[src/rtl/fb_scanout_arbiter.sv]
// Single-port framebuffer arbiter: prefetches scanout pixels into a show-ahead FIFO
// and hands spare memory cycles to a writer whenever the FIFO has enough slack.
module fb_scanout_arbiter #(
    parameter int pixel_bits_p   = 8,
    parameter int addr_bits_p    = 19,
    parameter int frame_pixels_p = 307200,
    parameter int fifo_depth_p   = 8
) (
    input  logic                         clk_i,
    input  logic                         reset_i,
    input  logic                         frame_start_i,
    input  logic                         pix_ready_i,
    output logic                         pix_valid_o,
    output logic [2:0][pixel_bits_p-1:0] pix_data_o,
    output logic                         underflow_o,
    input  logic                         wr_valid_i,
    output logic                         wr_ready_o,
    input  logic [addr_bits_p-1:0]       wr_addr_i,
    input  logic [2:0][pixel_bits_p-1:0] wr_data_i,
    output logic                         mem_en_o,
    output logic                         mem_we_o,
    output logic [addr_bits_p-1:0]       mem_addr_o,
    output logic [2:0][pixel_bits_p-1:0] mem_wdata_o,
    input  logic [2:0][pixel_bits_p-1:0] mem_rdata_i
);
    localparam int ptr_bits_lp = $clog2(fifo_depth_p);
    localparam int cnt_bits_lp = ptr_bits_lp + 1;
    localparam logic [cnt_bits_lp-1:0] depth_lp     = cnt_bits_lp'(fifo_depth_p);
    localparam logic [cnt_bits_lp-1:0] half_lp      = cnt_bits_lp'(fifo_depth_p / 2);
    localparam logic [addr_bits_p-1:0] last_addr_lp = addr_bits_p'(frame_pixels_p - 1);

    typedef logic [2:0][pixel_bits_p-1:0] pixel_t;

    logic [addr_bits_p-1:0] fetch_addr;
    logic                   fetch_active;
    logic                   inflight;
    logic [cnt_bits_lp-1:0] count;
    logic [ptr_bits_lp-1:0] rd_ptr;
    logic [ptr_bits_lp-1:0] wr_ptr;
    pixel_t                 fifo_mem [fifo_depth_p];

    logic [cnt_bits_lp-1:0] level;
    logic                   read_needed;
    logic                   read_urgent;
    logic                   grant_read;
    logic                   grant_write;
    logic                   push;
    logic                   pop;

    // An in-flight read already owns a FIFO slot, so it counts toward the fill level.
    always_comb begin
        level       = count + cnt_bits_lp'(inflight);
        read_needed = fetch_active && (level < depth_lp) && !frame_start_i;
        read_urgent = read_needed && (level < half_lp);
        grant_write = wr_valid_i && !read_urgent && !reset_i;
        grant_read  = read_needed && !grant_write;
    end

    assign wr_ready_o  = grant_write;
    assign mem_en_o    = grant_write || grant_read;
    assign mem_we_o    = grant_write;
    assign mem_addr_o  = grant_write ? wr_addr_i : fetch_addr;
    assign mem_wdata_o = grant_write ? wr_data_i : '0;

    assign pix_valid_o = (count != '0);
    assign pix_data_o  = pix_valid_o ? fifo_mem[rd_ptr] : '0;

    // A frame start flushes the FIFO, so a return landing that cycle is dropped.
    assign push = inflight && !frame_start_i;
    assign pop  = pix_ready_i && pix_valid_o && !frame_start_i;

    // NOTE: sequential state uses non-blocking assignments so every register samples
    // the pre-edge values of its neighbours, regardless of statement order.
    always_ff @(posedge clk_i or posedge reset_i) begin
        if (reset_i) begin
            fetch_addr   <= '0;
            fetch_active <= 1'b0;
            inflight     <= 1'b0;
            count        <= '0;
            rd_ptr       <= '0;
            wr_ptr       <= '0;
            underflow_o  <= 1'b0;
        end else begin
            inflight <= grant_read;
            if (pix_ready_i && !pix_valid_o) begin
                underflow_o <= 1'b1;
            end
            if (frame_start_i) begin
                fetch_addr   <= '0;
                fetch_active <= 1'b1;
                count        <= '0;
                rd_ptr       <= '0;
                wr_ptr       <= '0;
            end else begin
                if (grant_read) begin
                    fetch_addr <= fetch_addr + addr_bits_p'(1);
                    if (fetch_addr == last_addr_lp) begin
                        fetch_active <= 1'b0;
                    end
                end
                if (push) begin
                    wr_ptr <= wr_ptr + ptr_bits_lp'(1);
                end
                if (pop) begin
                    rd_ptr <= rd_ptr + ptr_bits_lp'(1);
                end
                if (push && !pop) begin
                    count <= count + cnt_bits_lp'(1);
                end else if (pop && !push) begin
                    count <= count - cnt_bits_lp'(1);
                end
            end
        end
    end

    // NOTE: FIFO storage has no reset; count gates every read of it, so stale
    // contents never reach the outputs.
    always_ff @(posedge clk_i) begin
        if (push) begin
            fifo_mem[wr_ptr] <= mem_rdata_i;
        end
    end

    count_bound_a: assert property (@(posedge clk_i) disable iff (reset_i) count <= depth_lp);

endmodule

[config.mk]
export PLATFORM = sky130hd
export DESIGN_NAME = fb_scanout_arbiter
export DESIGN_NICKNAME = d
export VERILOG_FILES = /design/src/rtl/fb_scanout_arbiter.sv
export SDC_FILE = /design/constraint.sdc
export NUM_CORES = 1
export LEC_CHECK = 0
export CORE_MARGIN = 10
export CORE_UTILIZATION = 40
export CTS_CLUSTER_SIZE = 16
export DETAILED_ROUTE_END_ITERATION = 10
export PLACE_DENSITY_LB_ADDON = 0.25
export SETUP_SLACK_MARGIN = 0.5
export SYNTH_ARGS = -nofsm -noshare
export SYNTH_HDL_FRONTEND = slang
export SYNTH_SLANG_ARGS = --single-unit
[constraint.sdc]
create_clock -name clk_i -period 3.9 [get_ports clk_i]
set_input_delay 0.975 -clock clk_i [delete_from_list [all_inputs] [get_ports clk_i]]
set_output_delay 0.975 -clock clk_i [all_outputs]
set_load 0.05 [all_outputs]
After elaboration in Yosys (flattened, before gate mapping)
Memory sizes are Yosys's and may differ from the RTL's.
Index checks and enable logic that the tools add are counted.
W data, S select, Z words.
- $lt $le $gt $ge: 2
- reductions and logical operators: 27
- equal/unequal tests: 1
- add/sub/neg operators: 6
- muxes and demuxes: 17
- operators with widths (operator ; number):
    $mux W19 ; 3
    $mux W24 ; 2
    $add A19 B1 Y19 const B ; 1
    $eq A19 B19 Y1 const B ; 1
    $logic_and A1 B1 Y1 ; 12
    $mux W3 ; 4
    $mux W4 ; 3
    $reduce_bool A2 Y1 ; 4
    $logic_not A1 Y1 ; 7
    $add A3 B1 Y3 const B ; 2
    $mux W1 ; 5
    $add A4 B1 Y4 ; 1
    $add A4 B1 Y4 const B ; 1
    $lt A4 B3 Y1 const B ; 1
    $lt A4 B4 Y1 const B ; 1
    $reduce_bool A4 Y1 ; 1
    $sub A4 B1 Y4 const B ; 1
    $reduce_bool A3 Y1 ; 1
    $reduce_and A2 Y1 ; 1
    $logic_or A1 B1 Y1 ; 1
- register bits after elaboration: 32
- RAM bits: 192
- memories: 1
- logic and storage cells: 61
- memory list (name ; depth ; bits a word ; read ports ; clocked after memory_dff ; write ports ; line ; source):
    fifo_mem ; 8 ; 24 ; 1 ; 0 ; 1 ; 40 ; pixel_t fifo_mem [fifo_depth_p];

Depth between registers and ports, before layout
Gate-level depths: netlist (run 1).
- word-level depth: 12
- gate-level depth with buffers: 9
- mapped depth without buffers: 8

Worst setup path after synthesis (run 1)
No wires, ideal clock.
- path type: input port to output port
- start: in reset_i
- end: out mem_wdata_o[14] (netlist bit)
- setup slack: -401 ps
- required time: 2925 ps
- stages on the path: 5
- path buffers: 1
- data arrival time: 3326 ps
- cell sequence: inv_1 -> nand2_1 -> a31oi_2 -> clkbuf_1 -> and2_1
- RTL lines (what ; line ; source):
    start, declared ; 10 ; input logic reset_i,
    end, declared ; 23 ; output logic [2:0][pixel_bits_p-1:0] mem_wdata_o,

Worst setup path after layout (run 1)
- start: reg count[2]
- end: out mem_addr_o[8]
- word-level cells in the longest chain between the ends: 9
- elaborated cells on any way between the ends: 10
- those cells by class: add/sub (1); order compare (2); mux (1); reduce/logical (6)
- RTL lines (what ; line ; source):
    start, declared ; 37 ; logic [cnt_bits_lp-1:0] count;
    start signal, assigned ; 108 ; count <= count + cnt_bits_lp'(1);
    start signal, assigned ; 110 ; count <= count - cnt_bits_lp'(1);
    $add A4 B1 Y4 * ; 52 ; level = count + cnt_bits_lp'(inflight);
    $lt A4 B4 Y1 ; 53 ; read_needed = fetch_active && (level < depth_lp) && !frame_start_i;
    $logic_and A1 B1 Y1 (2 in series) ; 53 ;
    $logic_and A1 B1 Y1 * ; 54 ; read_urgent = read_needed && (level < half_lp);
    $logic_not A1 Y1 * ; 55 ; grant_write = wr_valid_i && !read_urgent && !reset_i;
    $logic_and A1 B1 Y1 * (2 in series) ; 55 ;
    $mux W19 * ; 62 ; assign mem_addr_o = grant_write ? wr_addr_i : fetch_addr;
    end, declared ; 22 ; output logic [addr_bits_p-1:0] mem_addr_o,
Mark *: on every way between the ends. The rest lies on a longest branch, timed or not.

==> out/metrics.cfg, run 1 <==
[floorplanning]
start_util=0.406
core_mm2=0.0234
rows=56
die_h_um=174
die_w_um=174
ioPinCount=144
dieArea_mm2=0.0303

[yosys]
synth-seq-cells=224
synth_cells=554
syn_avg_cell_area_um2=17.2
synth.net_count=632
synth-edff-count=192
async_flop_share=0.143
netlist_area_mm2=0.00950
ys_warn_count=0
yosysSeqAreaShare=0.691
ys.flop_type=edfxtp_1
synth_cell_type_count=47

[pwr]
vdd.ir_drop.worst_v=0.000626
p_comb_frac=0.375
switchingPower_mw=2.81
clock_power_share=0.277
p_per_area_mw_per_mm2=619
switching_share=0.347
p_leak_nw=4.48
seq_power_share=0.348
p_int_mw=5.28

[sta]
worstMarginPinSlew_ns=0.992
rsz0062_at_grt=no
hold_viol_final=0
fin_worst_skew_ns=0.0147
clock.fmax_mhz=300
setup_viol=0
slew_headroom=0.330
finalCriticalPeriod_ns=3.33
fin_tns_setup_ns=0
maxSlewViolCount=0
fin_crit_sh=0.854

[placement]
dp_hpwl_um=14200
dp_cells=1012
place_congestion=0.830
numPortBuffers=143
placed_area_mm2=0.0120

[clock_tree]
cts_tree=built
cts_hold_buf=0
clk_latency_ns=0.53
clockBufferDepth=3
clk_pin_slew_ns=0.06
clock_sinks=224
tritoncts.num_buffers=24
h-tree-depth=1
clockRootBuffer=clkbuf_16

[drt]
drc=0
dr.first_iter.drc_count=254
totalWireLength_um=22800
viasPerCell=5.23
vias=5621
first_pass_iters=5
drt-wirelength-per-cell_um=21.2
ant_nets=0

[worst_setup_path]
crit_arrival_ns=2.36
cp-startpoint=count[2]
path_max_fanout=5
reg2reg_slack_ns=0.85
timing.rr.start=count[3]
cp.required_ns=2.92
path_class=reg -> out
reg2regPathDepth=10
end_kind=primary output
crit_path_start_kind=flop
reg2reg_to=count[3]

[run]
cap_violations=0

[cells_and_area]
layout-drive-gt1-share=0.361
nets=816
insertedDiodeCount=0
area_delta_synth_final_pct=37.3
finalNonFillerCells=1075
design_area_mm2=0.0130

[status]
status=complete, no violations

[hold_path]
min_path_type=reg -> reg
whs_path_depth=1
min_to=underflow_o
hold_start=underflow_o

[global_routing]
first_global_vias=6068
grt_max_degree=51
antenna_found_initial=0
grt-ovfl-total=0
grt_first_pass_wirelength_um=36100
grtUsageTotal=0.149

==> cell usage after synthesis (2+ instances only) <==
cell type / instances / share of area
xor2_1: 7 / 0.0065
a21oi_1: 12 / 0.0063
nor2_1: 49 / 0.019
mux4_2: 48 / 0.11
edfxtp_1: 192 / 0.61
clkbuf_1: 13 / 0.0051
inv_1: 9 / 0.0036
buf_2: 7 / 0.0037
and3_4: 2 / 0.0024
ha_1: 5 / 0.0066
and2_1: 24 / 0.016
nor2b_1: 3 / 0.0020
or3_1: 3 / 0.0020
nand2_1: 15 / 0.0059
o211ai_1: 2 / 0.0016
xnor2_1: 5 / 0.0046
dfrtp_1: 32 / 0.084
mux2i_1: 29 / 0.031
mux2_2: 20 / 0.024
o21ai_0: 8 / 0.0042
nand2b_1: 4 / 0.0026
or4_1: 6 / 0.0047
nand3_1: 10 / 0.0053
a21o_1: 2 / 0.0016
nand4_1: 4 / 0.0026
nor3_1: 8 / 0.0042
buf_1: 7 / 0.0028
o31ai_1: 6 / 0.0047
o21a_1: 4 / 0.0032
==> what timing repair did <==
| action | CTS | global route |
|---|---|---|
| setup buffers | 14 | 1 |
| pin swaps | 1 | 1 |
| hold endpoints to repair | 0 | 0 |
| setup endpoints to repair | 65 | 23 |
| cloned | 4 | 0 |
| gates resized for setup | 63 | 29 |
==> metal layers <==
layer	wire, µm	vias to the layer above	global-route usage
met3	1390	33	0.0316
met5	0	-	0
li1	-	2528	-
met4	344	0	0.0278
met1	9500	2844	0.190
met2	11600	216	0.259
==> power groups by stage <==
| stage | registers, mW | clock network [mW] | logic [mW] |
|---|---|---|---|
| after global routing | 2.82 | 2.39 | 3.24 |
| after global placement | 2.90 | 0 | 2.93 |
| after detailed placement | 2.91 | 0 | 2.96 |
| final | 2.81 | 2.24 | 3.03 |
| after CTS | 2.81 | 2.29 | 3.09 |
| after floorplan | 2.83 | 0 | 1.96 |
==> critical path: stages (launching register included) <==
cell       delay [ns]
dfrtp_2          0.41
or2_4            0.29
o21ai_4          0.16
a31oi_4          0.12
buf_6            0.16
bufbuf_16        0.26
mux2_4           0.30
buf_12           0.15
==> state kept, by name (all words and copies together) (netlist names) <==
signal / cells
fetch_active: 1
wr_ptr: 3
underflow_o: 1
rd_ptr: 3
fetch_addr: 19
count: 4
inflight: 1
fifo_mem: 192
==> cell families (layout without fill, tap and decap cells) <==
| group | after synthesis | count (layout) | synth area share |
|---|---|---|---|
| flops | 224 | 224 | 0.691 |
| mux | 97 | 97 | 0.168 |
| xor+xnor | 12 | 12 | 0.0111 |
| simple gates | 137 | 137 | 0.0753 |
| buf+inv | 37 | 239 | 0.0159 |
| compound gates | 41 | 41 | 0.0299 |
| fa+ha+maj | 6 | 6 | 0.00869 |
==> stage by stage <==
stage	hold slack, ns	setup WS [ns]	utilization	total power [mW]
after floorplan	0.446	0.499	-	4.80
after global placement	0.440	0.311	0.513	5.83
after detailed placement	0.451	0.299	0.513	5.87
after CTS	0.468	0.492	0.559	8.19
after global routing	0.502	0.504	0.558	8.45
final	0.471	0.568	0.558	8.08
==> final cells by class <==
cell class	instances	area, µm²
Fill cell	1860	10400
Sequential cell	224	6580
Multi-Input combinational cell	293	2940
Timing Repair Buffer	186	2290
Clock buffer	32	652
Tap cell	319	399
Clock inverter	12	149
Inverter	9	37.5
==> cells in the final DEF, fill, tap and decap left out, types with 4 or more instances in the layout <==
master,count
buf_12,48
dlygate4sd2_1,4
ha_1,5
xnor2_1,5
nand2b_1,4
inv_1,7
a21oi_1,12
edfxtp_1,192
clkinv_2,4
o21ai_0,7
or4_1,6
nand2_1,14
nor2_2,6
xor2_1,7
buf_4,34
clkbuf_2,11
o31ai_1,6
nand3_1,9
mux2_4,15
dfrtp_1,25
clkbuf_16,25
clkdlybuf4s15_2,8
mux4_2,48
nor2_1,43
dfrtp_2,6
o21a_1,4
and2_2,25
nand4_1,4
clkdlybuf4s50_1,69
nor3_1,6
clkbuf_1,7
buf_6,6
mux2_2,5
mux2i_1,29
==> how the worst max path moves through the flow <==
stage | end | slack (ns) | depth (start not counted)
after floorplan | mem_addr_o[10] | 0.50 | 5
after global placement | mem_addr_o[0] | 0.31 | 7
after detailed placement | mem_addr_o[18] | 0.30 | 7
after CTS | pix_data_o[16] | 0.49 | 5
after global routing | pix_data_o[17] | 0.50 | 5
final | mem_addr_o[8] | 0.57 | 7
Note: power is estimated with default switching activity, not from simulation.
==> run 2, diff against run 1 <==
Settings changed: CTS_BUF_LIST set to sky130_fd_sc_hd__clkbuf_8.
==> run 2 against run 1 <==
Net effect: maximum frequency about the same; global-route usage up 0.083 points; highest routed layer unchanged; critical endpoint unchanged; flip-flop and latch count unchanged; critical path type unchanged; final cell count up 2.0%.
==> out/metrics.cfg, run 2 (synthesis results as in run 1) <==
[status]
status=complete, no violations

[drt]
ant_nets=0
vias=5660
dr.first_iter.drc_count=302
drt-wirelength-per-cell_um=20.8
first_pass_iters=5
viasPerCell=5.16
drc=0
totalWireLength_um=22800

[cells_and_area]
insertedDiodeCount=0
design_area_mm2=0.0130
largest_register=fifo_mem
nets=830
layout-drive-gt1-share=0.367
area_delta_synth_final_pct=36.6
largestRegisters=fifo_mem (192), fetch_addr (19), count (4)
largest_register_ff_count=192
final_cell_mix=192 x edfxtp_1, 69 x clkdlybuf4s50_1, 48 x mux4_2, 48 x buf_12, 43 x nor2_1
layout_commonest_cell=edfxtp_1
final_core_util=0.555
fillers=1880
finalNonFillerCells=1096

[sta]
setup_viol=0
fin_tns_setup_ns=0
slew_headroom=0.339
finalCriticalPeriod_ns=3.33
maxSlewViolCount=0
whs_ns=0.472
clock.fmax_mhz=300
layout_setup_ws_ns=0.570
rsz0062_at_grt=no
fin_crit_sh=0.854
worstMarginPinSlew_ns=0.979
fin_worst_skew_ns=0.0236
hold_viol_final=0

[worst_setup_path]
cp-startpoint=count[3]
timing.rr.start=count[3]
crit_family=buffers and inverters
path_cells=or2_4 > o21ai_4 > a31oi_4 > buf_6 > bufbuf_16 > mux2_4 > buf_12
path_max_fanout=5
cp.required_ns=2.92
cp_slowest_stage_delay_ns=0.40
cp_num_buf_inv=3
end_kind=primary output
path_class=reg -> out
worst_path_max_delay_cell=dfrtp_2
crit_arrival_ns=2.35
crit_path_start_kind=flop

[placement]
pre_cts_slack_ns=0.299
dp_hpwl_um=14200
dp_cells=1012
placed_area_mm2=0.0120
place_congestion=0.830
numPortBuffers=143

[clock_tree]
cts_tree=built
tritoncts.num_buffers=38
clockRootBuffer=clkbuf_8
clock_sinks=224
clk_pin_slew_ns=0.06
cts_hold_buf=0
clk_latency_ns=0.54
clockBufferDepth=3
h-tree-depth=2

[floorplanning]
core_mm2=0.0234
ioPinCount=144
dieArea_mm2=0.0303
start_util=0.406
die_h_um=174
rows=56
die_w_um=174

[pwr]
vdd.ir_drop.worst_v=0.000402
clock_power_share=0.243
p_comb_frac=0.395
p_leak_nw=4.49
p_per_area_mw_per_mm2=600
total_power_mw=7.78
switchingPower_mw=2.80
p_int_mw=4.98
seq_power_share=0.362
switching_share=0.360

[global_routing]
antenna_found_initial=1
grtUsageTotal=0.150
grt_max_degree=51
grt-ovfl-total=0
first_global_vias=6128
grt_first_pass_wirelength_um=36000

[run]
cap_violations=0

[hold_path]
hold_start=underflow_o
min_path_type=reg -> reg

==> run 2: changes by cell type in the layout (fill, tap and decap cells not counted), sizes merged, moves of 2 or more <==
cell / before / now
clkdlybuf4s15: 8 / 16
clkinv: 8 / 12
inv: 8 / 21
clkbuf: 43 / 41
==> run 2: final timing paths <==
path                             endpoint  slack [ns]  cells past startpoint
max                         mem_addr_o[8]        0.57                      7
min                           underflow_o        0.47                      1
max reg2reg                      count[3]        0.87                     10
min reg2reg                   underflow_o        0.47                      1
max in group asynchronous       rd_ptr[0]        2.88                      4
min in group asynchronous  fetch_addr[13]        0.68                      4
==> run 2: power by group through the flow <==
stage | Sequential (mW) | Combinational [mW] | Clock [mW]
floorplan | 2.83 | 1.96 | 0
global placement | 2.90 | 2.93 | 0
detailed placement | 2.91 | 2.96 | 0
CTS | 2.81 | 3.12 | 1.94
global route | 2.82 | 3.28 | 2.05
finish | 2.81 | 3.08 | 1.89
==> run 2: cell type report <==
| type | count | area, µm² | share of cell area |
|---|---|---|---|
| flip-flops and latches | 224 | 6580 | 0.507 |
| inverters | 9 | 37.5 | 0.00289 |
| well taps | 319 | 399 | 0.0308 |
| clock inverters | 27 | 156 | 0.0121 |
| multi-input cells | 293 | 2940 | 0.227 |
| clock buffers | 38 | 523 | 0.0403 |
| repair buffers | 186 | 2340 | 0.180 |
==> run 2: worst register-to-register path, cell delays in order (launching register included) <==
cell and delay [ns]:
dfrtp_2 0.40, buf_4 0.14, buf_4 0.16, o41ai_1 0.79
nand2_1 0.23, ha_1 0.35, a21o_1 0.19, a21oi_1 0.22
mux2i_1 0.25, xnor2_1 0.13, nor2_1 0.05
==> run 2: timing repair <==
action,CTS,global route
pin swaps,1,2
endpoints found under the setup margin,66,19
setup buffers,14,1
cloned,4,0
resized for setup,82,14
==> run 2: per-layer routing <==
metal  wire [µm]  global-route usage  share of wire  vias to the layer above
met2       11600               0.256           0.51                      217
met3        1420              0.0368          0.062                       28
met5           0                   0              0                        -
met4         238              0.0353          0.010                        0
li1            -                   -              -                     2560
met1        9620               0.189           0.42                     2855
==> patch 1: new RTL, settings of run 2 <==
Set the parameter `addr_bits_p` to 15 (it was 19).
--- a/src/rtl/fb_scanout_arbiter.sv
+++ b/src/rtl/fb_scanout_arbiter.sv
@@ -2,7 +2,7 @@
 // and hands spare memory cycles to a writer whenever the FIFO has enough slack.
 module fb_scanout_arbiter #(
     parameter int pixel_bits_p   = 8,
-    parameter int addr_bits_p    = 19,
+    parameter int addr_bits_p    = 15,
     parameter int frame_pixels_p = 307200,
     parameter int fifo_depth_p   = 8
 ) (
Interface: changed (resized mem_addr_o and wr_addr_i); port bits go from 144 to 136. No check against the original RTL was run, so the function may have changed too.
==> patch 1 against run 2 <==
- area after synthesis decreased by 2.3%
- design area down 5.6%
- die area shrank 2.0%
- power fell by 5.0%
- sequential cell count down 4
- global-route usage fell by 0.60 points
- sequential power fell by 1%
- routed wire length is 6.4% lower
- non-clock buffer count decreased by 2
- setup slack improved by 0.012 ns
- critical path type is now primary input to primary output
- critical endpoint is now mem_wdata_o[4]
==> patch 1: results (changes against run 2) <==
STA
  – Final Skew: 0.0242 ns (+0.000577 ns)
  – Worst rel slew slack: 62.3% (+28 points)
  – Worst Hold Slack: 0.470 ns (-0.00213 ns)

Synthesis
  – Register area share after synthesis: 69.6% (+0.53 points)
  – Ranking of synthesized cells by area: edfxtp_1 (62%), mux4_2 (12%), dfrtp_1 (7.5%), mux2i_1 (3.2%), nor2_1 (2.3%)
  – Synth cell types: 43 (-8.5%)
  – Ys async rst share: 12.7% (-1.6 points)
  – Post-Syn Instances: 529 (-4.5%)

Run status
  – Status: finished clean

Place
  – Setup Slack @ Placement: 0.311 ns (+0.0117 ns)
  – Placed Area: 11400 um^2 (-5.0%)
  – Final RePlAce weighted congestion: 0.831 (+0.16%)
  – Hpwl dp: 13400 um (-5.8%)

CTS
  – Post-CTS Setup Inserts: 8 (-6)
  – Resize count post-CTS: 102 (+24%)
  – Clk Latency, worst-skew pair: 0.51 ns (-0.03 ns)

Drt
  – First DRT Iteration DRCs: 292 (-3.3%)
  – Avg WL per Cell: 20.9 um (+0.14%)

Global routing
  – Initial antenna violation count: 0 (-1)
  – Global-route wire length before repair: 32800 um (-8.8%)
  – Largest net degree at the start of global routing: 29 (-43%)
  – GRT Resource Usage Total: 14.4% (-0.60 points)

Power
  – Int Power: 4.69 mW (-5.7%)
  – LEAKAGE: 4.32 nW (-3.7%)
  – Clk network pwr share: 22.4% (-1.9 points)
  – Maximum VDD drop: 513 uV (+28%)

Finish
  – Final #Nets: 795 (-4.2%)
  – Biggest regs: fifo_mem: 192 flops, fetch_addr: 15 flops, count: 4 flops

Worst setup path
  – R2R setup slack: 1.02 ns (+0.15 ns)
  – Reg2reg path depth: 9 (-1)
  – CP max FO: 20 (+15)
  – Critical path startpoint: frame_start_i
[patch 1: area by class of cell]
class / instances / area, um^2
multi-input cells: 271 / 2740
clock buffers: 35 / 482
inverters: 9 / 33.8
clock inverters: 20 / 85.1
fillers: 1820 / 10500
repair buffers: 184 / 2070
flip-flops and latches: 220 / 6480
well taps: 285 / 357
[patch 1: how the worst max path moves through the flow]
stage / end / slack, ns / cells past startpoint
floorplan: mem_en_o / 0.69 / 2
global placement: mem_addr_o[3] / 0.36 / 7
detailed placement: mem_addr_o[4] / 0.31 / 7
CTS: pix_data_o[0] / 0.35 / 6
global route: mem_wdata_o[4] / 0.50 / 8
finish: mem_wdata_o[4] / 0.58 / 8
[patch 1: cell families after synthesis]
| group | Yosys count | share of synthesized area, % |
|---|---|---|
| and+or+nand+nor | 125 | 6.68 |
| DFF | 220 | 69.6 |
| adders and majority gates | 6 | 0.889 |
| muxes | 94 | 16.8 |
| buffers and inverters | 38 | 1.83 |
| AOI/OAI and AO/OA | 29 | 2.53 |
| xor gates and xnor gates | 17 | 1.60 |
[patch 1: worst max-delay path, stage by stage]
cell and delay, ns:
dlygate4sd2_1 0.26, nand2b_4 0.17, nor2_4 0.14, nor2_4 0.05, buf_12 0.12, bufbuf_16 0.28, and2_1 0.19, buf_12 0.15
[patch 1: per-layer routing]
| metal | GRT usage (%) | share of wire [%] | wire length, um | vias to the layer above |
|---|---|---|---|---|
| li1 | - | - | - | 2431 |
| met1 | 18.6 | 42 | 8940 | 2696 |
| met2 | 23.1 | 48 | 10200 | 211 |
| met3 | 4.17 | 8.8 | 1880 | 35 |
| met4 | 4.35 | 1.8 | 380 | 0 |
| met5 | 0 | 0 | 0 | - |
==> patch 2: new RTL, flow settings as in run 2 <==
Without the edit above. Put one more register stage on the output `underflow_o`, cleared by the reset. The value now appears one clock later. The other outputs are not delayed to match.
--- a/src/rtl/fb_scanout_arbiter.sv
+++ b/src/rtl/fb_scanout_arbiter.sv
@@ -30,6 +30,8 @@
     localparam logic [addr_bits_p-1:0] last_addr_lp = addr_bits_p'(frame_pixels_p - 1);
 
     typedef logic [2:0][pixel_bits_p-1:0] pixel_t;
+
+    logic underflow_s0;
 
     logic [addr_bits_p-1:0] fetch_addr;
     logic                   fetch_active;
@@ -79,11 +81,11 @@
             count        <= '0;
             rd_ptr       <= '0;
             wr_ptr       <= '0;
-            underflow_o  <= 1'b0;
+            underflow_s0 <= 1'b0;
         end else begin
             inflight <= grant_read;
             if (pix_ready_i && !pix_valid_o) begin
-                underflow_o <= 1'b1;
+                underflow_s0 <= 1'b1;
             end
             if (frame_start_i) begin
                 fetch_addr   <= '0;
@@ -123,5 +125,13 @@
 
     count_bound_a: assert property (@(posedge clk_i) disable iff (reset_i) count <= depth_lp);
 
+    always_ff @(posedge clk_i or posedge reset_i) begin
+        if (reset_i) begin
+            underflow_o <= '0;
+        end else begin
+            underflow_o <= underflow_s0;
+        end
+    end
+
 endmodule
 
Behaviour: not the same (a bounded check fails within 4 cycles, from zero or initial values and one cycle with reset_i high).
==> patch 2 against run 2 <==
- routed wire length down 0.90%
- power decreased by 0.94%
- design area is 0.15% lower
- first-iteration DRC count grew 3.6%
- sequential cell count grew 1
- final cell count increased by 0.27%
- setup slack better by 0.0073 ns
- synthesized cell count grew 0.18%
- non-clock buffer count grew 5
- area after synthesis increased by 0.26%
- maximum frequency rose by 0.22%
- highest routed layer unchanged
==> patch 2: results (changes against run 2) <==
Run status
  – Status: finished clean

STA
  – Minimum clock period: 3.32 ns (-0.00729 ns)
  – Worst rel slew slack: 30.7% (-3.1 points)
  – Final Skew: 0.0283 ns (+0.00471 ns)
  – Worst Hold Slack: 0.374 ns (-0.0981 ns)

Power
  – Maximum VDD drop: 429 uV (+6.6%)
  – LEAKAGE: 4.52 nW (+0.78%)
  – Psw: 2.77 mW (-1.0%)
  – Seq pwr share: 36.8% (+0.6 points)

Finish
  – # fillers: 1877 (-0.16%)

Place
  – Final RePlAce weighted congestion: 0.839 (+1.2%)
  – Placed Cells: 1014 (+0.20%)
  – Hpwl dp: 14500 um (+2.0%)
  – Setup Slack @ Placement: 0.279 ns (-0.0202 ns)

Global routing
  – GRT Resource Usage Total: 14.7% (-0.31 points)
  – Initial antenna violation count: 0 (-1)
  – Largest net degree at the start of global routing: 41 (-20%)
  – Vias in the first global route: 6010 (-1.9%)

Worst setup path
  – Crit path largest cell delay: 0.44 ns (+0.04 ns)
  – Reg2reg path depth: 8 (-2)
  – Critical path startpoint: count[2]

Synthesis
  – Post-synthesis net count: 633 (+0.16%)
  – Post-Syn Instances: 555 (+0.18%)
  – Ranking of synthesized cells by area: edfxtp_1 (61%), mux4_2 (11%), dfrtp_1 (8.7%), mux2i_1 (3.0%), mux2_2 (2.4%)
  – Post-synth top cells: edfxtp_1 (192), nor2_1 (49), mux4_2 (48)

Min path
  – Worst Hold Launch: underflow_s0

Drt
  – First DRT Iteration DRCs: 313 (+3.6%)

CTS
  – Post-CTS Setup Inserts: 4 (-10)
==> patch 2: cell count changes after synthesis <==
cell,change
dfrtp_1,+1
==> patch 2: cell families after synthesis <==
| logic type | synth area share, % |
|---|---|
| AND/OR/NAND/NOR | 7.51 |
| XOR/XNOR | 1.10 |
| AO/OA/AOI/OAI | 2.98 |
| flip-flops | 69.2 |
| multiplexers | 16.8 |
| adder cells (fa/ha/maj) | 0.867 |
| buffers and inverters | 1.59 |
==> patch 2: cell type report <==
class                   instances  area, um^2  share of cell area (%)
clock inverters                23         129                   0.995
multi-input cells             293        2970                    22.9
repair buffers                191        2290                    17.6
flip-flops and latches        225        6600                    51.0
inverters                       9        37.5                   0.290
well taps                     319         399                    3.08
clock buffers                  39         537                    4.14
==> patch 2: layer usage <==
layer	GRT usage, %	routed length, um	up-vias	share of wire, %
met1	19.3	9950	2893	44
met5	0	0	-	0
met2	23.7	11000	203	49
met3	3.88	1340	30	5.9
li1	-	-	2571	-
met4	4.06	356	0	1.6
